**config.mk**
```make
export PLATFORM = sky130hd
export DESIGN_NAME = sync_fifo
export DESIGN_NICKNAME = d
export VERILOG_FILES = /design/src/rtl/sync_fifo.sv
export SDC_FILE = /design/constraint.sdc
export NUM_CORES = 1
export LEC_CHECK = 0
export CAP_MARGIN = 20
export CORE_AREA = 8 8 81 54
export DETAILED_ROUTE_END_ITERATION = 7
export DIE_AREA = 0 0 89 62
export PLACE_DENSITY = 0.78
export SYNTH_ARGS = -nofsm -noshare
export SYNTH_HDL_FRONTEND = slang
export SYNTH_SLANG_ARGS = --single-unit
```
**constraint.sdc**
```tcl
create_clock -name clk -period 5.45 [get_ports clk]
set_input_delay 1.09 -clock clk [delete_from_list [all_inputs] [get_ports clk]]
set_output_delay 1.09 -clock clk [all_outputs]
set_load 0.02 [all_outputs]
```
**src/rtl/sync_fifo.sv**
```systemverilog
// Show-ahead synchronous FIFO holding decoded tokens.
// A push while full is accepted only when a pop frees a slot on the same edge;
// a pop while empty is ignored.
module sync_fifo #(
  parameter int WIDTH      = 8,
  parameter int FIFO_DEPTH = 4
) (
  input  logic             clk,
  input  logic             rst,
  input  logic             push,
  input  logic             pop,
  input  logic [WIDTH-1:0] din,
  output logic             full,
  output logic             empty,
  output logic [WIDTH-1:0] dout
);

  localparam int AW = $clog2(FIFO_DEPTH);

  logic [WIDTH-1:0] mem [FIFO_DEPTH];
  logic [AW-1:0]    wr_ptr;
  logic [AW-1:0]    rd_ptr;
  logic [AW:0]      count;
  logic             do_push;
  logic             do_pop;

  assign empty   = (count == '0);
  assign full    = (count == (AW+1)'(FIFO_DEPTH));
  assign do_pop  = pop && !empty;
  assign do_push = push && (!full || do_pop);
  assign dout    = mem[rd_ptr];

  // Storage array; contents need no reset because count gates visibility
  always_ff @(posedge clk) begin
    if (do_push) mem[wr_ptr] <= din;
  end

  // Pointers wrap naturally since the depth is a power of two
  always_ff @(posedge clk) begin
    if (rst) begin
      wr_ptr <= '0;
      rd_ptr <= '0;
      count  <= '0;
    end else begin
      if (do_push) wr_ptr <= wr_ptr + 1'b1;
      if (do_pop)  rd_ptr <= rd_ptr + 1'b1;
      case ({do_push, do_pop})
        2'b10:   count <= count + 1'b1;
        2'b01:   count <= count - 1'b1;
        default: count <= count;
      endcase
    end
  end

endmodule

```
==> results of run 1 <==
==> sequential cells by signal (all words and copies together) (netlist names), named ones only <==
register,flops
rd_ptr,2
count,3
mem,32
wr_ptr,2
==> tightest hold or removal path, cell delays in order (launching register included) <==
cell and delay [ns]:
sky130_fd_sc_hd__dfxtp_1 0.34, sky130_fd_sc_hd__xnor2_1 0.09, sky130_fd_sc_hd__nor2_1 0.08
==> cell usage after synthesis <==
| cell type | number |
|---|---|
| sky130_fd_sc_hd__edfxtp_1 | 32 |
| sky130_fd_sc_hd__dfxtp_1 | 9 |
| sky130_fd_sc_hd__mux4_2 | 8 |
| sky130_fd_sc_hd__nor2_1 | 7 |
| sky130_fd_sc_hd__inv_1 | 6 |
| sky130_fd_sc_hd__and2_1 | 4 |
| sky130_fd_sc_hd__ha_1 | 4 |
| sky130_fd_sc_hd__nand2b_1 | 3 |
| sky130_fd_sc_hd__xor2_1 | 3 |
| sky130_fd_sc_hd__buf_1 | 2 |
| sky130_fd_sc_hd__buf_2 | 2 |
| sky130_fd_sc_hd__nand3_1 | 2 |
| sky130_fd_sc_hd__nor3_1 | 2 |
| sky130_fd_sc_hd__xnor2_1 | 2 |
| sky130_fd_sc_hd__a211oi_1 | 1 |
| sky130_fd_sc_hd__a221oi_1 | 1 |
| sky130_fd_sc_hd__a31oi_1 | 1 |
| sky130_fd_sc_hd__buf_6 | 1 |
| sky130_fd_sc_hd__fa_1 | 1 |
| sky130_fd_sc_hd__mux2_1 | 1 |
| sky130_fd_sc_hd__mux2i_1 | 1 |
| sky130_fd_sc_hd__nand2_1 | 1 |
| sky130_fd_sc_hd__nand3b_1 | 1 |
| sky130_fd_sc_hd__nor2b_2 | 1 |
| sky130_fd_sc_hd__nor4b_2 | 1 |
| sky130_fd_sc_hd__o2111ai_1 | 1 |
| sky130_fd_sc_hd__o31a_1 | 1 |
| sky130_fd_sc_hd__o31ai_2 | 1 |
| sky130_fd_sc_hd__or2_2 | 1 |
==> routing by layer <==
layer | up-vias | global-route usage [%] | wire (um)
met5 | - | 0 | 0
met4 | 0 | 4.93 | 30
met3 | 4 | 3.67 | 168
met2 | 26 | 22.2 | 1530
met1 | 444 | 14.9 | 1270
li1 | 423 | - | -
==> power by group through the flow <==
stage          logic, mW  clock network (mW)  registers, mW
6_report           0.157               0.180          0.390
5_1_grt            0.171               0.195          0.395
4_1_cts            0.159               0.185          0.391
3_5_place_dp       0.159                   0          0.397
3_3_place_gp       0.155                   0          0.394
2_1_floorplan      0.114                   0          0.379
==> cells by family after synthesis <==
logic type / after synthesis / share of synthesized area [%]
AO/OA/AOI/OAI: 6 / 3.11
buffers and inverters: 11 / 3.03
AND/OR/NAND/NOR: 23 / 7.77
XOR/XNOR: 5 / 2.59
multiplexers: 10 / 11.9
flip-flops: 41 / 67.5
adder cells (fa/ha/maj): 5 / 4.14
==> stage by stage <==
step                      total power [mW]  cells  setup slack [ns]
after floorplan                      0.493    101              2.92
after global placement               0.549    162              2.23
final                                0.727    169              2.24
after CTS                            0.734    169              2.19
after detailed placement             0.556    162              2.15
after global routing                 0.761    169              2.09
==> path summary, 6_finish.rpt <==
path              from         to  slack (ns)  depth (start not counted)
max          flip-flop    dout[7]        2.24                          2
min          rd_ptr[0]  flip-flop        0.55                          2
max reg2reg   count[0]   count[2]        3.31                          6
min reg2reg  rd_ptr[0]  flip-flop        0.55                          2
==> cell type report <==
| cell class | count | area [um^2] | share of cell area [%] |
|---|---|---|---|
| clock inverters | 1 | 3.75 | 0.187 |
| well taps | 45 | 56.3 | 2.81 |
| inverters | 6 | 22.5 | 1.12 |
| repair buffers | 21 | 210 | 10.5 |
| clock buffers | 6 | 72.6 | 3.62 |
| multi-input cells | 49 | 499 | 24.9 |
| flip-flops and latches | 41 | 1140 | 56.9 |
==> results_dict.tcl, run 1 <==
set metrics [dict create \
    grt.total_usage_pct 12.8 \
    rsz0062_at_grt "no" \
    clock-root-buffer "sky130_fd_sc_hd__clkbuf_8" \
    die_area_um2 5520 \
    drc 0 \
    placedInstanceArea_um2 1930 \
    post_synth_instance_area_um2 1690 \
    vias 897 \
    yosys-top-cells-area "sky130_fd_sc_hd__edfxtp_1 (57%), sky130_fd_sc_hd__dfxtp_1 (11%), sky130_fd_sc_hd__mux4_2 (11%)" \
    slowest_delay_ns 0.70 \
    tns_ns 0 \
    vias_per_cell 5.31 \
    slew_viol_final 0 \
    setup_viol 0 \
    io_pins 22 \
    switching_power_share_of_the_total_pct 26.6 \
    timing.critical_path.slowest_stage_cell "sky130_fd_sc_hd__dfxtp_1" \
    worst_hold_margin_ns 0.552 \
    tightestPinTransition_ns 0.589 \
    globalplace.congestion 0.724 \
    timing.critical_path.cells "mux4_2 > clkdlybuf4s50_1" \
    cp.arrival_ns 2.12 \
    synth_area_leader_cell "sky130_fd_sc_hd__edfxtp_1" \
    hold_path_class "reg2reg" \
    drt-wirelength-per-cell_um 17.8 \
    p_comb_share_pct 21.6 \
    grt_antenna_before_repair 0 \
    cts-htree-levels 2 \
    netlist_instances 101 \
    post_cts.repair.setup_buffers 0 \
    std_cell_rows 16 \
    cts.reportedPaths.clkPinSlew_ns 0.07 \
    die_h_um 62 \
    post_synth.cell_area_avg_um2 16.7 \
    detailedPlacementHpwl_um 2150 \
    placeableCoreArea_um2 3160 \
    power_switching_mw 0.193 \
    timing_hold_violations_final 0 \
    stdcell_area_um2 2010 \
    fill_cells 252 \
    timing.critical_path.to_type "output pin" \
    max_slew_margin_pct 60.7 \
    yosysWarnings 0 \
    criticalPathCategory "reg2out" \
    finClkSkew_ns 0.00575 \
    die-width_um 89 \
    tritoncts_clock_tree "done" \
    global_route_total_overflow 0 \
    worst_vdd_drop_uv 239 \
    upper_clock_frequency_limit_mhz 312 \
    synth_fp_nets 118 \
    drt-total-wl_um 3000 \
    synth_largest_type_area_fraction_pct 56.8 \
    status "finished, final reports clean" \
    antenna_cells_inserted 0 \
    yosys_register_bits 41 \
    drive_gt1_share_pct 13.7 \
    worstPathRequired_ns 4.36 \
    cts_repair_resize_count 0 \
    crit_buf_inv 1 \
    ys_seq_area_share_pct 67.5 \
    syn2layout_area_growth_pct 18.6 \
    cell_internal_pwr_mw 0.534 \
    synth_cell_type_count 29 \
    grt_first_pass_wirelength_um 5010 \
    floorplan.initialDensity_pct 53.5 \
    setup.worst_path.start_class "flip-flop" \
    cts_made_buffers 5 \
    clock_sink_count 41 \
    max-clock-path-buffers 2 \
    layout.cells.most_common "sky130_fd_sc_hd__edfxtp_1" \
    number_of_global_route_vias_before_repair 1009 \
    proportion_of_power_drawn_by_flip_flops_and_latches_pct 53.6 \
    share_clk_of_total_power_pct 24.8 \
    timing.critical_path.fanout_max 8 \
    detail-route-antenna-nets 0 \
    power_density_normalized_to_cell_area_nw_per_um2 362 \
    layout_worst_path_cycle_share_pct 58.9 \
    layout.nets 141 \
    detail_route.iter0.violations 60 \
    final_cell_mix "sky130_fd_sc_hd__edfxtp_1 (32), sky130_fd_sc_hd__clkdlybuf4s50_1 (21), sky130_fd_sc_hd__dfxtp_1 (9)" \
    clk_latency_ns 0.28 \
    finalWorstPathRequiredPeriod_ns 3.21 \
    pin_count_of_the_biggest_net_entering_global_routing 12 \
    cts.hold.buffers_added 0 \
    drv.max_cap_violation_count 0 \
    leakage_nw 0.666 \
    input_output_buffers 21 \
    path_delay_family "flip-flops" \
    detail_route.first_pass.iterations 4 \
    final_util_pct 63.4 \
]
Power figures use the tool's default switching activity.
==> inputs of run 2 (changes only) <==
--- a/config.mk
+++ b/config.mk
@@ -6,10 +6,10 @@
 export NUM_CORES = 1
 export LEC_CHECK = 0
 export CAP_MARGIN = 20
-export CORE_AREA = 8 8 81 54
+export CORE_AREA = 8 8 82 55
 export DETAILED_ROUTE_END_ITERATION = 7
-export DIE_AREA = 0 0 89 62
-export PLACE_DENSITY = 0.78
+export DIE_AREA = 0 0 90 63
+export PLACE_DENSITY = 0.76
 export SYNTH_ARGS = -nofsm -noshare
 export SYNTH_HDL_FRONTEND = slang
 export SYNTH_SLANG_ARGS = --single-unit
==> constraint.sdc (replaced) <==
create_clock -name clk -period 3.2 [get_ports clk]
set_input_delay 0.64 -clock clk [delete_from_list [all_inputs] [get_ports clk]]
set_output_delay 0.64 -clock clk [all_outputs]
set_load 0.02 [all_outputs]
==> run 2 against run 1 <==
  * Critical path depth unchanged
  * Combinational power up 71%
  * Final cell count up 1.8%
  * First-iteration DRC count down 3.3%
  * Die area up 2.8%
  * Total power up 71%
  * Sequential share of layout area down 0.18 points
  * Clock-buffer cell count up 1
  * Register-to-register slack worse by 2.2 ns
  * Critical path type unchanged
  * Critical endpoint is now dout[0]
==> results_dict.tcl, run 2 (synthesis results as in run 1) <==
set metrics [dict create \
    status "finished, final reports clean" \
    die_area_um2 5670 \
    hold_path_class "reg2reg" \
    timing_hold_violations_final 0 \
    io_pins 22 \
    cts.reportedPaths.clkPinSlew_ns 0.07 \
    post_cts.repair.setup_buffers 0 \
    tritoncts_clock_tree "done" \
    min_to "wr_ptr[1]" \
    syn2layout_area_growth_pct 18.9 \
    hold_start "wr_ptr[1]" \
    cts-htree-levels 2 \
    register_containing_the_most_flip_flops_in_the_final_layout "mem" \
    drive_gt1_share_pct 13.6 \
    drv.max_cap_violation_count 0 \
    antenna_cells_inserted 0 \
    clock_sink_count 41 \
    detailedPlacementHpwl_um 2010 \
    final_cell_mix "sky130_fd_sc_hd__edfxtp_1 (32), sky130_fd_sc_hd__clkdlybuf4s50_1 (21), sky130_fd_sc_hd__dfxtp_1 (9)" \
    timing.critical_path.to_type "output pin" \
    holdPathStages 2 \
    regToRegEndpoint "count[2]" \
    worstPathRequired_ns 2.56 \
    vias_per_cell 5.23 \
    global_route_total_overflow 0 \
    input_output_buffers 21 \
    tightestPinTransition_ns 0.571 \
    layout_worst_path_cycle_share_pct 85.6 \
    crit_buf_inv 1 \
    layout.nets 141 \
    setup.reg_to_reg.worst_slack_ns 1.10 \
    largestRegisters "mem (32), count (3)" \
    grt_first_pass_wirelength_um 4710 \
    detail_route.first_pass.iterations 4 \
    dp_worst_setup_slack_ns 0.372 \
    floorplan.initialDensity_pct 49.7 \
    drt-wirelength-per-cell_um 16.5 \
    setup_viol 0 \
    max_slew_margin_pct 61.9 \
    timing.critical_path.slowest_stage_cell "sky130_fd_sc_hd__dfxtp_1" \
    std_cell_rows 17 \
    clock-root-buffer "sky130_fd_sc_hd__clkbuf_8" \
    tns_ns 0 \
    pin_count_of_the_biggest_net_entering_global_routing 13 \
    number_of_global_route_vias_before_repair 941 \
    leakage_nw 0.667 \
    finClkSkew_ns 0.00723 \
    slowest_delay_ns 0.68 \
    die_h_um 63 \
    cp.arrival_ns 2.10 \
    final.setup.worst_slack_ns 0.460 \
    fill_cells 274 \
    drt-total-wl_um 2830 \
    rsz0062_at_grt "no" \
    clk_latency_ns 0.29 \
    setup.worst_path.start_class "flip-flop" \
    detail_route.iter0.violations 58 \
    grt.total_usage_pct 10.8 \
    number_of_flip_flops_in_the_largest_register 32 \
    detail-route-antenna-nets 0 \
    max-clock-path-buffers 2 \
    drc 0 \
    criticalPathCategory "reg2out" \
    globalplace.congestion 0.697 \
    layout.cells.most_common "sky130_fd_sc_hd__edfxtp_1" \
    grt_antenna_before_repair 0 \
    power_density_normalized_to_cell_area_nw_per_um2 617 \
    r2r_depth 6 \
    cts_repair_resize_count 0 \
    timing.critical_path.fanout_max 8 \
    slew_viol_final 0 \
    path_delay_family "flip-flops" \
    upper_clock_frequency_limit_mhz 365 \
    die-width_um 90 \
    worstReg2RegStart "count[0]" \
    vias 899 \
    finalWorstPathRequiredPeriod_ns 2.74 \
    worst_vdd_drop_uv 333 \
    cts.hold.buffers_added 0 \
    placeableCoreArea_um2 3400 \
    cts_made_buffers 5 \
    timing.critical_path.cells "mux4_2 > clkdlybuf4s50_1" \
]
run 2: cell types whose count changed in the layout (fill, tap and decap cells not counted), sizes merged:
cell | before | now
clkbuf | 6 | 7
run 2: metrics by stage:
step	total power [mW]	cells	cell area [um^2]	hold slack, ns	util, %
2_1_floorplan	0.840	101	1690	0.485	-
3_3_place_gp	0.935	164	1930	0.509	56.8
3_5_place_dp	0.947	164	1930	0.533	56.8
4_1_cts	1.26	172	2010	0.556	59.1
5_1_grt	1.31	172	2010	0.584	59.1
6_report	1.24	172	2010	0.551	59.1
run 2: routing by layer:
layer | vias up | wire length [um] | global-route usage, %
met2 | 16 | 1430 | 17.1
met5 | - | 0 | 0
met4 | 0 | 41 | 4.33
met3 | 5 | 120 | 4.56
li1 | 421 | - | -
met1 | 457 | 1240 | 12.7
run 2: area by class of cell:
cell class	count	area [um^2]	area share [%]
clock buffers	7	76.3	3.79
repair buffers	21	210	10.4
clock inverters	1	3.75	0.187
inverters	6	22.5	1.12
well taps	47	58.8	2.92
multi-input cells	49	499	24.8
flip-flops and latches	41	1140	56.7
run 2: worst register-to-register path: cells and delay by family, from the launching register on:
family / cells / cell delay, ns
compound gates: 2 / 0.50
fa+ha+maj: 1 / 0.38
flops: 1 / 0.50
mux: 1 / 0.35
simple gates: 2 / 0.26
run 2: worst max-delay path by stage:
stage,startpoint,cells past startpoint,endpoint,slack (ns)
floorplan,pop,6,count[2],1.12
global placement,pop,7,count[2],0.44
detailed placement,pop,7,count[2],0.37
CTS,flip-flop,2,dout[0],0.40
global route,flip-flop,2,dout[1],0.31
finish,flip-flop,2,dout[0],0.46
run 2: where the power goes:
group          leakage (nW)  internal, mW  switching [mW]
Sequential            0.367         0.619          0.0422
Combinational         0.260         0.143           0.126
Clock                0.0399         0.152           0.159
Total                 0.667         0.914           0.327
==> inputs of run 3 (changes only) <==
--- a/config.mk
+++ b/config.mk
@@ -10,6 +10,7 @@
 export DETAILED_ROUTE_END_ITERATION = 7
 export DIE_AREA = 0 0 90 63
 export PLACE_DENSITY = 0.76
+export SLEW_MARGIN = 0
 export SYNTH_ARGS = -nofsm -noshare
 export SYNTH_HDL_FRONTEND = slang
 export SYNTH_SLANG_ARGS = --single-unit
==> results of run 3 <==
Final layout, timing and power as in run 2 (identical DEF).
